===== config.mk =====
export PLATFORM = sky130hd
export DESIGN_NAME = fifo_burst_reader
export DESIGN_NICKNAME = d
export VERILOG_FILES = /design/src/rtl/fifo_rd_pkg.sv /design/src/rtl/fifo_rd_skid.sv /design/src/rtl/fifo_burst_reader.sv
export SDC_FILE = /design/constraint.sdc
export NUM_CORES = 1
export LEC_CHECK = 0
export CAP_MARGIN = 20
export CORE_MARGIN = 5
export CORE_UTILIZATION = 55
export DETAILED_ROUTE_END_ITERATION = 8
export GPL_TIMING_DRIVEN = 0
export PLACE_DENSITY = 0.86
export RECOVER_POWER = 25
export SETUP_SLACK_MARGIN = 0.2
export SYNTH_ARGS = -nofsm -noshare
export SYNTH_HDL_FRONTEND = slang
export SYNTH_HIERARCHICAL = 1
export SYNTH_SLANG_ARGS = --single-unit
export TNS_END_PERCENT = 50

===== constraint.sdc =====
create_clock -name i_clk -period 7 [get_ports i_clk]
set_input_delay 1.05 -clock i_clk [delete_from_list [all_inputs] [get_ports i_clk]]
set_output_delay 1.05 -clock i_clk [all_outputs]
set_load 0.01 [all_outputs]

===== src/rtl/fifo_rd_pkg.sv =====
// Shared types and constants for the FIFO burst read controller.
// Latency: n/a (declarations only).
// Backpressure: n/a (declarations only).
package fifo_rd_pkg;

    typedef enum logic [1:0] {
        IDLE  = 2'd0,
        RUN   = 2'd1,
        FLUSH = 2'd2,
        DONE  = 2'd3
    } fifo_rd_state_t;

    // Two slots: one word being offered downstream plus one landing from the FIFO.
    localparam int FIFO_RD_SKID_DEPTH = 2;
    localparam int FIFO_RD_STALL_W    = 16;

endpackage


===== src/rtl/fifo_rd_skid.sv =====
// 2-entry valid/ready skid buffer between the FIFO pop strobe and the output stream.
// Latency: a word pushed at edge k is offered (o_valid=1) in the cycle after edge k.
// Backpressure: caller must only push when a slot is free after this cycle's pop.
//
// Ports:
//   i_clk, i_rst_n        clock, async active-low reset
//   i_clear               synchronous flush of all entries
//   i_push, i_push_data   write one word
//   o_data, o_valid,      stream output (oldest word first)
//   i_ready
//   o_occupancy           number of buffered words (0..2)
module fifo_rd_skid
    import fifo_rd_pkg::*;
#(
    parameter int DATA_SIZE = 16
) (
    input  logic                 i_clk,
    input  logic                 i_rst_n,
    input  logic                 i_clear,
    input  logic                 i_push,
    input  logic [DATA_SIZE-1:0] i_push_data,
    output logic [DATA_SIZE-1:0] o_data,
    output logic                 o_valid,
    input  logic                 i_ready,
    output logic [1:0]           o_occupancy
);

    logic [DATA_SIZE-1:0] r_mem [FIFO_RD_SKID_DEPTH];
    logic                 r_wr_ptr;
    logic                 r_rd_ptr;
    logic [1:0]           r_occ;
    logic                 w_pop;

    assign w_pop       = (r_occ != 2'd0) && i_ready;
    assign o_valid     = (r_occ != 2'd0);
    assign o_data      = r_mem[r_rd_ptr];
    assign o_occupancy = r_occ;

    always_ff @(posedge i_clk or negedge i_rst_n) begin
        if (!i_rst_n) begin
            for (int i = 0; i < FIFO_RD_SKID_DEPTH; i++) begin
                r_mem[i] <= '0;
            end
            r_wr_ptr <= 1'b0;
            r_rd_ptr <= 1'b0;
            r_occ    <= 2'd0;
        end else if (i_clear) begin
            r_wr_ptr <= 1'b0;
            r_rd_ptr <= 1'b0;
            r_occ    <= 2'd0;
        end else begin
            // When full, a push is only legal alongside a pop, so the slot
            // being overwritten is the one leaving on this same edge.
            if (i_push) begin
                r_mem[r_wr_ptr] <= i_push_data;
                r_wr_ptr        <= ~r_wr_ptr;
            end
            if (w_pop) begin
                r_rd_ptr <= ~r_rd_ptr;
            end
            case ({i_push, w_pop})
                2'b10:   r_occ <= r_occ + 2'd1;
                2'b01:   r_occ <= r_occ - 2'd1;
                default: r_occ <= r_occ;
            endcase
        end
    end

endmodule


===== src/rtl/fifo_burst_reader.sv =====
// Pops a commanded number of words from a show-ahead FIFO onto a valid/ready stream.
// Latency: word popped at edge k is valid the next cycle; N-word burst done at cycle N+2.
// Backpressure: 2-entry skid absorbs i_ready drops; pop stalls only when skid stays full.
//
// Ports:
//   i_clk, i_rst_n            clock, async active-low reset
//   i_start, i_len            burst command (accepted only in IDLE)
//   o_busy, o_done            status; o_done is a one-cycle completion pulse
//   o_remaining               words still to pop (0 outside RUN)
//   i_fifo_data, i_fifo_empty show-ahead FIFO read side
//   o_fifo_read               pop strobe (combinational)
//   o_data, o_valid, i_ready  output stream
//   o_stall_cycles            FIFO starvation count, only with FIFO_RD_STALL_CNT_EN
module fifo_burst_reader
    import fifo_rd_pkg::*;
#(
    parameter int DATA_SIZE = 16,
    parameter int LEN_W     = 8
) (
    input  logic                       i_clk,
    input  logic                       i_rst_n,
    input  logic                       i_start,
    input  logic [LEN_W-1:0]           i_len,
    output logic                       o_busy,
    output logic                       o_done,
    output logic [LEN_W-1:0]           o_remaining,
    input  logic [DATA_SIZE-1:0]       i_fifo_data,
    input  logic                       i_fifo_empty,
    output logic                       o_fifo_read,
    output logic [DATA_SIZE-1:0]       o_data,
    output logic                       o_valid,
    input  logic                       i_ready
`ifdef FIFO_RD_STALL_CNT_EN
    ,
    output logic [FIFO_RD_STALL_W-1:0] o_stall_cycles
`endif
);

    localparam logic [1:0] SKID_FULL = 2'(FIFO_RD_SKID_DEPTH);

    fifo_rd_state_t   r_state;
    fifo_rd_state_t   w_state_nxt;
    logic [LEN_W-1:0] r_remaining;
    logic [1:0]       w_occ;
    logic             w_start_acc;
    logic             w_xfer;
    logic             w_slot_free;
    logic             w_read;
    logic             w_skid_clear;

    assign w_start_acc  = (r_state == IDLE) && i_start;
    assign w_skid_clear = w_start_acc && (i_len != '0);
    assign w_xfer       = o_valid && i_ready;
    // A full skid still has room if its head leaves this cycle.
    assign w_slot_free  = (w_occ < SKID_FULL) || ((w_occ == SKID_FULL) && w_xfer);
    assign w_read       = (r_state == RUN) && !i_fifo_empty
                          && (r_remaining != '0) && w_slot_free;
    assign o_fifo_read  = w_read;
    assign o_remaining  = (r_state == RUN) ? r_remaining : '0;

    fifo_rd_skid #(
        .DATA_SIZE (DATA_SIZE)
    ) u_skid (
        .i_clk       (i_clk),
        .i_rst_n     (i_rst_n),
        .i_clear     (w_skid_clear),
        .i_push      (w_read),
        .i_push_data (i_fifo_data),
        .o_data      (o_data),
        .o_valid     (o_valid),
        .i_ready     (i_ready),
        .o_occupancy (w_occ)
    );

    always_ff @(posedge i_clk or negedge i_rst_n) begin
        if (!i_rst_n) begin
            r_state <= IDLE;
        end else begin
            r_state <= w_state_nxt;
        end
    end

    always_comb begin
        w_state_nxt = r_state;
        o_busy      = 1'b0;
        o_done      = 1'b0;
        case (r_state)
            IDLE: begin
                if (i_start) begin
                    w_state_nxt = (i_len != '0) ? RUN : DONE;
                end
            end
            RUN: begin
                o_busy = 1'b1;
                // Leave on the edge that pops the last word so the skid can
                // drain while FLUSH is already active.
                if ((r_remaining == '0) || (w_read && (r_remaining == LEN_W'(1)))) begin
                    w_state_nxt = FLUSH;
                end
            end
            FLUSH: begin
                o_busy = 1'b1;
                // Look ahead one transfer so DONE directly follows the last word.
                if ((w_occ == 2'd0) || ((w_occ == 2'd1) && w_xfer)) begin
                    w_state_nxt = DONE;
                end
            end
            DONE: begin
                o_busy      = 1'b1;
                o_done      = 1'b1;
                w_state_nxt = IDLE;
            end
            default: w_state_nxt = IDLE;
        endcase
    end

    always_ff @(posedge i_clk or negedge i_rst_n) begin
        if (!i_rst_n) begin
            r_remaining <= '0;
        end else if (w_skid_clear) begin
            r_remaining <= i_len;
        end else if (w_read) begin
            r_remaining <= r_remaining - LEN_W'(1);
        end
    end

`ifdef FIFO_RD_STALL_CNT_EN
    logic [FIFO_RD_STALL_W-1:0] r_stall_cycles;

    assign o_stall_cycles = r_stall_cycles;

    always_ff @(posedge i_clk or negedge i_rst_n) begin
        if (!i_rst_n) begin
            r_stall_cycles <= '0;
        end else if (w_start_acc) begin
            r_stall_cycles <= '0;
        end else if ((r_state == RUN) && (r_remaining != '0) && i_fifo_empty
                     && (r_stall_cycles != '1)) begin
            r_stall_cycles <= r_stall_cycles + FIFO_RD_STALL_W'(1);
        end
    end
`endif

endmodule


==> results.cfg <==
[outcome]
status = completed

[finish]
area_growth_syn_to_layout_pct = 28.23
nFillCells = 330
layout-drive-gt1-share_pct = 26.79
nets = 316
final_util_pct = 71.33
antenna_cells = 0

[clock_network]
cts_root_buf = clkbuf_8
cts.clk_slew.worst_paths_ps = 80
clkSinkCount = 46
clkLatencyLatePin_ps = 290
cts_buffers = 5
h-tree-depth = 2
cts-resized-gates = 0
cts_buffer_depth = 2
post-cts-setup-buffer-count = 0
ctsHoldBuffers = 0
cts_tree = built

[route]
antenna_left = 0
drtIter0Drc = 82
vias_per_cell = 5.548
vias = 1853
wl_per_cell_um = 16.19
firstDrtPassIters = 4
drt_wl_total_um = 5409
drc = 0

[yosys]
yosys_warnings = 6
synthXorXnorAreaFrac_pct = 0.6757
synth_flop_cell = dfrtp_1
synth_edf_count = 0
ys_ff_latch = 46
synth_top_area_share_pct = 44.40
synth.distinct_cells = 54
synth.most_common_cell = dfrtp_1
synth_top_family_by_area = multiplexers
yosys.area.top_type = dfrtp_1
synth_nets = 252
yosys-top-cells-count = 46 x dfrtp_1, 36 x mux2_2, 12 x inv_1, 12 x mux2_4
synth.yosys.seq_area_share_pct = 44.40
synthArstFlopShare_pct = 100.0
yosys.area_share.adder_pct = 3.861
synth.avg_cell_area_um2 = 12.06
synth_mux_area_share_pct = 23.75
syn-cell-area_um2 = 2592
synth_area_leaders = dfrtp_1 44%, mux2_2 16%, mux2_4 6.9%
synth_simple_gate_area_share_pct = 13.47
syn_inst = 215
synth_compound_area_share_pct = 9.218

[timing]
finalHoldViolations = 0
min_period_ps = 4040
slew_headroom_pct = 12.95
grt_setup_unrepaired = false
holdWs_ps = 505.9
worst_pin_slew_ps = 1306
worst_slack_ps = 2960
timing.fmax_ghz = 0.2475
slew_viol_final = 0
skew_ps = 7.112
finalSetupViolations = 0
finalCritPeriodShare_pct = 57.71
fin_tns_setup_ps = 0

[placement]
place_congestion = 0.8779
pre_cts_slack_ps = 2979
io_buffer_count = 56
hpwl_um = 4106

[grt]
grt_max_degree = 27
grt_pass1_vias = 1960
grt_pass1_wl_um = 9128
antenna_found_initial = 0
overflow = 0
track_usage_pct = 18.50

[worst_setup_path]
end_kind = output pin
arrival_ps = 2990
startpoint_type = input pin
worst-setup-path-type = in2out
cp_max_fo = 10
cp.required_ps = 5950

[worst_hold_path]
hold_class = reg2reg

[die]
rows = 25
die_x_um = 78.66
core-area_um2 = 4661
die_area_um2 = 6187
die-height_um = 78.66
start_util_pct = 55.62
io_pins = 57

[power_and_ir_drop]
p_leak_nw = 1.436
power_density_nw_per_um2 = 446.5
vdd_drop_max_uv = 261.2

[job]
cap_violations = 0
## through the flow
| stage | total power [W] | std cells | instance area, um2 |
|---|---|---|---|
| finish | 0.001484 | 334 | 3324 |
| global route | 0.001591 | 334 | 3324 |
| CTS | 0.001498 | 334 | 3349 |
| detailed placement | 0.001300 | 326 | 3243 |
| global placement | 0.001277 | 325 | 3221 |
| floorplan | 0.0009798 | 215 | 2592 |
## cells by family (layout without fill, tap and decap cells)
group	Yosys count	after routing
flip-flops	46	46
AND/OR/NAND/NOR	52	52
XOR/XNOR	2	2
AO/OA/AOI/OAI	34	34
buffers and inverters	22	87
multiplexers	51	51
adder cells (fa/ha/maj)	8	8
## cell usage in the layout (no fill, tap or decap), types with 2 or more instances in the layout
cell | netlist | final
a21oi_1 | 4 | 4
a31oi_1 | 4 | 4
and2_1 | 6 | 6
buf_2 | 3 | 3
buf_6 | 3 | 3
clkbuf_1 | 2 | 6
clkbuf_8 | 0 | 5
clkdlybuf4s50_1 | 0 | 55
dfrtp_1 | 46 | 46
ha_1 | 8 | 8
inv_1 | 12 | 12
mux2_2 | 36 | 36
mux2_4 | 12 | 12
mux2i_1 | 3 | 3
nand2_1 | 2 | 2
nand2b_1 | 3 | 3
nand3_1 | 5 | 5
nand4_1 | 2 | 2
nor2_1 | 8 | 8
nor3_1 | 2 | 2
o211ai_1 | 2 | 2
o21a_1 | 2 | 2
o21ai_0 | 8 | 8
o31ai_1 | 3 | 3
or2_2 | 2 | 2
or3_1 | 3 | 3
or4_1 | 5 | 5
## report_power, final
part	total (W)	leakage [nW]	switching, W	internal, W
clock	0.000191	0.0524	0.0000836	0.000107
sequential	0.000488	0.549	0.0000908	0.000398
combinational	0.000805	0.835	0.000330	0.000476
## worst max-delay path: stages
cell	delay [ps]
clkdlybuf4s50_1	550
and3b_1	210
o21ai_0	110
clkbuf_1	230
nor2_1	260
clkdlybuf4s50_1	580
## registers in the layout (all words and copies together) (netlist names)
name                cells
r_remaining             8
r_state                 2
u_skid/o_occupancy      2
u_skid/r_rd_ptr         1
u_skid/r_wr_ptr         1
u_skid/r_mem           32
## final cells by class
type                            instances  area (um2)  share of cell area, %
Buffer                                  9       71.32                  2.145
Clock buffer                            7       76.32                  2.296
Clock inverter                          1       30.03                 0.9033
Inverter                               13       48.80                  1.468
Multi-Input combinational cell        147        1321                  39.74
Sequential cell                        46        1151                  34.63
Tap cell                               54       67.56                  2.032
Timing Repair Buffer                   57       558.0                  16.79
## metal layers
metal | vias to the layer above | track usage, % | share of wire, %
li1 | 903 | - | -
met5 | - | 0 | 0
met4 | 0 | 3.846 | 0.85
met3 | 4 | 2.982 | 3.1
met2 | 42 | 30.90 | 50
met1 | 904 | 25.45 | 46
## worst paths after layout
path                                       start               end  slack [ps]  cells past startpoint
max                                      i_ready       o_fifo_read        2960                      6
min                              u_skid/r_mem[5]   u_skid/r_mem[5]         510                      1
max reg2reg                u_skid/o_occupancy[1]  u_skid/r_mem[10]        4350                      9
min reg2reg                      u_skid/r_mem[5]   u_skid/r_mem[5]         510                      1
max in group asynchronous                i_rst_n    r_remaining[4]        4320                      2
min in group asynchronous                i_rst_n   u_skid/r_mem[0]        1030                      1
No activity file was read; power rests on OpenSTA's default activity.
